[config.mk]
export PLATFORM = sky130hd
export DESIGN_NAME = bcd_count_multi
export DESIGN_NICKNAME = d
export VERILOG_FILES = /design/src/rtl/bcd_pkg.sv /design/src/rtl/bcd_digit.sv /design/src/rtl/bcd_count_multi.sv
export SDC_FILE = /design/constraint.sdc
export NUM_CORES = 1
export LEC_CHECK = 0
export ABC_AREA = 0
export BUFFER_PORTS_ARGS = -buffer_cell sky130_fd_sc_hd__buf_2
export CAP_MARGIN = 20
export CORE_AREA = 2 2 69 52
export DETAILED_ROUTE_END_ITERATION = 12
export DIE_AREA = 0 0 71 54
export PLACE_DENSITY = 0.87
export SLEW_MARGIN = 30
export SYNTH_ARGS = -nofsm -noshare
export SYNTH_HDL_FRONTEND = slang
export SYNTH_SLANG_ARGS = --single-unit
[constraint.sdc]
create_clock -name clk -period 6.2 [get_ports clk]
set_clock_uncertainty 0.1 [all_clocks]
set_input_delay 0.31 -clock clk [delete_from_list [all_inputs] [get_ports clk]]
set_output_delay 0.31 -clock clk [all_outputs]
set_load 0.05 [all_outputs]
[src/rtl/bcd_pkg.sv]
// Shared BCD digit type, digit bounds and the load sanitiser used by the
// multi-digit BCD counter.
package bcd_pkg;

  typedef logic [3:0] bcd_digit_t;

  localparam bcd_digit_t BCD_MAX = 4'd9;
  localparam bcd_digit_t BCD_MIN = 4'd0;

  // Clamp an arbitrary nibble into the legal BCD range (values above 9 become 9).
  function automatic bcd_digit_t bcd_sanitise(input bcd_digit_t digit);
    return (digit > BCD_MAX) ? BCD_MAX : digit;
  endfunction

endpackage

[src/rtl/bcd_digit.sv]
// One BCD digit register: sync reset, parallel load with sanitising, and a
// single-step up/down count gated by en. Bound flags feed the carry lookahead.
module bcd_digit
  import bcd_pkg::*;
(
  input  logic       clk,
  input  logic       reset,
  input  logic       load,
  input  logic [3:0] load_digit,
  input  logic       en,
  input  logic       up_down,
  output logic [3:0] q,
  output logic       at_max,
  output logic       at_min
);

  bcd_digit_t q_r;
  bcd_digit_t q_step;

  always_comb begin
    q_step = q_r;
    if (up_down) begin
      q_step = (q_r >= BCD_MAX) ? BCD_MIN : q_r + 4'd1;
    end else begin
      q_step = (q_r == BCD_MIN) ? BCD_MAX : q_r - 4'd1;
    end
  end

  always_ff @(posedge clk) begin
    if (reset) begin
      q_r <= BCD_MIN;
    end else if (load) begin
      q_r <= bcd_sanitise(load_digit);
    end else if (en) begin
      q_r <= q_step;
    end
  end

  assign q      = q_r;
  assign at_max = (q_r == BCD_MAX);
  assign at_min = (q_r == BCD_MIN);

endmodule

[src/rtl/bcd_count_multi.sv]
// Multi-digit BCD up/down counter with lookahead carry/borrow, parallel load,
// optional saturation at the bounds, a cascade terminal count and a wrap pulse.
module bcd_count_multi
  import bcd_pkg::*;
#(
  parameter int DIGITS   = 4,
  parameter int SATURATE = 0
) (
  input  logic                  clk,
  input  logic                  reset,
  input  logic                  cen,
  input  logic                  up_down,
  input  logic                  load,
  input  logic [4*DIGITS-1:0]   load_val,
  output logic [4*DIGITS-1:0]   Q,
  output logic                  tc,
  output logic                  wrapped
);

  logic [DIGITS-1:0] at_max;
  logic [DIGITS-1:0] at_min;
  logic [DIGITS-1:0] dig_en;
  logic [DIGITS:0]   pre_max;
  logic [DIGITS:0]   pre_min;
  logic              count_req;
  logic              bound_hit;
  logic              count_eff;
  logic              wrapped_r;

  assign count_req = ~cen & ~load;
  // A count attempt at the bound in the current direction is both the
  // cascade terminal count and the wrap/saturation event.
  assign bound_hit = count_req & (up_down ? pre_max[DIGITS] : pre_min[DIGITS]);
  assign count_eff = (SATURATE != 0) ? (count_req & ~bound_hit) : count_req;

  // Prefix ANDs of lower-digit bound flags: every digit's enable is ready in
  // the same cycle, so the whole word updates on one edge.
  always_comb begin
    pre_max    = '0;
    pre_min    = '0;
    dig_en     = '0;
    pre_max[0] = 1'b1;
    pre_min[0] = 1'b1;
    for (int i = 0; i < DIGITS; i++) begin
      pre_max[i+1] = pre_max[i] & at_max[i];
      pre_min[i+1] = pre_min[i] & at_min[i];
      dig_en[i]    = count_eff & (up_down ? pre_max[i] : pre_min[i]);
    end
  end

  for (genvar g = 0; g < DIGITS; g++) begin : g_digit
    bcd_digit u_digit (
      .clk        (clk),
      .reset      (reset),
      .load       (load),
      .load_digit (load_val[4*g +: 4]),
      .en         (dig_en[g]),
      .up_down    (up_down),
      .q          (Q[4*g +: 4]),
      .at_max     (at_max[g]),
      .at_min     (at_min[g])
    );
  end

  always_ff @(posedge clk) begin
    if (reset) begin
      wrapped_r <= 1'b0;
    end else begin
      wrapped_r <= bound_hit;
    end
  end

  assign tc      = bound_hit;
  assign wrapped = wrapped_r;

endmodule

==> results.md <==
- Result of the run: completed
- Post-Route WL: between 4000 and 5000 µm
- Seq cells post-synth: 17
- H-tree levels: 1
- Critical Path Sink Type: output pin
- Most instantiated library cell after synthesis: inv_1
- Power density relative to cell area: 195 nW/µm²
- Type of the worst min-delay path: in2reg
- Num CTS Buffers: 3
- Post-synth net total: roughly 270
- Die footprint: 3830 µm²
- Root buf cell: clkbuf_8
- Worst-skew pair later-pin latency: 0.26 ns
- Detail Route Antenna Nets: 0
- Final min period: 2.79 ns
- Max-Slew Margin vs Limit: 59.7%
- Share of Yosys cell area claimed by the top area cell type: between 10% and 20%
- Sequential-to-total area share from yosys stat: 19.0%
- Pin count of the biggest net entering global routing: 38
- Leakage power summed over all cells: 0.863 nW
- Final count of hold timing violations: 0
- Post-DR vias/cell: 6.15
- Total routing resource utilization after global routing: between 20% and 30%
- Initial Util: between 50% and 60%
- Area occupied by multi-input gates: 1270 µm²
- Overall overflow remaining after global route: 0
- Die span in y: 54 µm
- Clock tree sinks: 17
- Leading register cell type out of synthesis: dfxtp_1
- Number of setup violations in the final report: 0
- Area grow syn2layout: 11.0%
- Post-synthesis cell type with the largest combined area: dfxtp_1
- Final layout net count: 296
- Launching element type of the critical path: flop
- Number of placement rows: 18
- Via count: approximately 1800
- Data arrival time of the critical path: ~2.4 ns
- Post-cts sizing count: 0
- Final weighted congestion in routability-driven placement: 0.899
- CTS Buffer Depth: 2
- DRC violation count after routing: 0
- Post-CTS setup repair buffer count: 0
- TNS Setup: 0 ns
- Synthesized instance count: 231
- Maximum ir drop on the vdd rail: 0.000166 V
- Number of maximum-capacitance constraint violations: 0
- HPWL after detailed placement: 3160 µm
- Chip width: 71 µm
- Period utilization: 45.0%
- Share of flip-flops with an asynchronous set or reset after synthesis: 0%
- Combined area of all synthesized cells: 1790 µm²
- Maximum clock frequency: 359 MHz
- Storage element area: 340 µm²
- Post-cts hold buffer count: 0
- Total core area: between 3000 and 4000 µm²
- First-iteration detailed-routing DRC count: 164
- Global-route wire length before repair: 7020 µm
- Number of iterations in the first detailed-routing pass: 5
- FILL cells: between 300 and 400
- Synth top cells by count: inv_1, dfxtp_1, a21oi_1, ha_1, nor2_1
- Number of max-slew violations in the final report: 0
- Number of antenna violations at the first check in global routing: 0
- Critical path type: reg2out
- Critical path fanouts, max: 8
- Number of warning messages in the yosys log: 0
- Main area contributors after synthesis: dfxtp_1, ha_1, inv_1
- Number of global-route vias before repair: 1553
- Routed WL per cell: 14.6 µm
- Number of enable flip-flop cells after synthesis: 0
- Clock tree from TritonCTS: done
- Number of top-level pins: 39
- Share of final-layout standard cells stronger than drive strength 1: roughly 20%
- Unrepaired setup endpoints after global routing: no
- Final Power: 0.387 mW
- IO Port Bufs: 38
- Antenna cell count: 0
- Data required time at the worst endpoint: ~5.8 ns
- Pin slew with the least headroom to its limit: 0.605 ns
- Syn avg cell area: 7.75 µm²
- Clk pin slew, worst setup/hold paths: 0.08 ns
- Synth unique cells: 57
[cell type report]
class / count / area share [%]
clock buffers: 4 / 2.27
repair buffers: 38 / 9.58
inverters: 24 / 4.54
flip-flops and latches: 17 / 17.1
multi-input cells: 175 / 64.0
well taps: 40 / 2.52
[cell usage in the layout (no fill, tap or decap), types with 4 or more instances in the layout]
master,synthesis,routed
buf_2,2,38
inv_1,24,24
dfxtp_1,17,17
nor2_1,16,16
a21oi_1,16,16
ha_1,16,16
o21ai_0,13,13
nand2_1,12,12
a311oi_1,8,8
a211oi_1,7,7
nor3_1,7,7
nand3_1,6,6
a31oi_1,6,6
o211ai_1,5,5
nor2b_1,5,5
nor3b_1,4,4
o21a_1,4,4
nand2b_1,4,4
[kinds of logic after synthesis]
| logic type | count (synthesis) | share of synthesized area, % |
|---|---|---|
| buffers and inverters | 39 | 10.0 |
| AO/OA/AOI/OAI | 86 | 35.5 |
| adder cells (fa/ha/maj) | 16 | 11.2 |
| XOR/XNOR | 3 | 1.47 |
| AND/OR/NAND/NOR | 68 | 21.7 |
| flip-flops | 17 | 19.0 |
| multiplexers | 2 | 1.12 |
[metrics by stage]
stage / worst slack (ns) / utilization (%) / cells / hold WS, ns / area [µm²]
6_report: 3.41 / 60.8 / 298 / 0.222 / 1990
5_1_grt: 3.30 / 60.8 / 298 / 0.246 / 1990
4_1_cts: 3.44 / 60.8 / 298 / 0.227 / 1990
3_5_place_dp: 3.72 / 59.4 / 294 / 0.439 / 1940
3_3_place_gp: 3.78 / 59.4 / 294 / 0.426 / 1940
2_1_floorplan: 2.97 / - / 231 / 0.365 / 1790
[critical path, cell delays in order, from the launching register on]
cell,delay (ns)
dfxtp_1,0.40
inv_1,0.14
ha_1,0.23
or4b_4,0.50
o41ai_4,0.09
nand3_1,0.14
a211oi_1,0.28
buf_2,0.33
[final timing paths]
path / from / end / slack, ns / cells after the start
worst max-delay path: g_digit[1].u_digit.q[0] / tc / 3.41 / 7
worst min-delay path: load_val[0] / g_digit[0].u_digit.q[0] / 0.22 / 3
worst max register to register: g_digit[0].u_digit.q[0] / g_digit[2].u_digit.q[3] / 3.77 / 7
worst min register to register: g_digit[2].u_digit.q[1] / g_digit[2].u_digit.q[1] / 0.45 / 2
[flip-flops by register name (all words and copies together) (netlist names)]
signal,count
g_digit.u_digit.q,16
wrapped,1
[report_power, final]
part / total [mW] / internal (mW) / switching (mW)
Sequential: 0.137 / 0.118 / 0.0190
Combinational: 0.159 / 0.0593 / 0.0997
Clock: 0.0907 / 0.0458 / 0.0449
Total: 0.387 / 0.223 / 0.164
[layer usage]
layer / wire length, µm / vias up / part of all wire [%] / global-route usage (%)
met4: 14 / 0 / 0.32 / 2.83
met2: 1960 / 72 / 45 / 40.0
met1: 2070 / 853 / 48 / 30.7
li1: - / 907 / - / -
met3: 307 / 2 / 7.1 / 4.87
met5: 0 / - / 0 / 0
No activity file was read; power rests on OpenSTA's default activity.
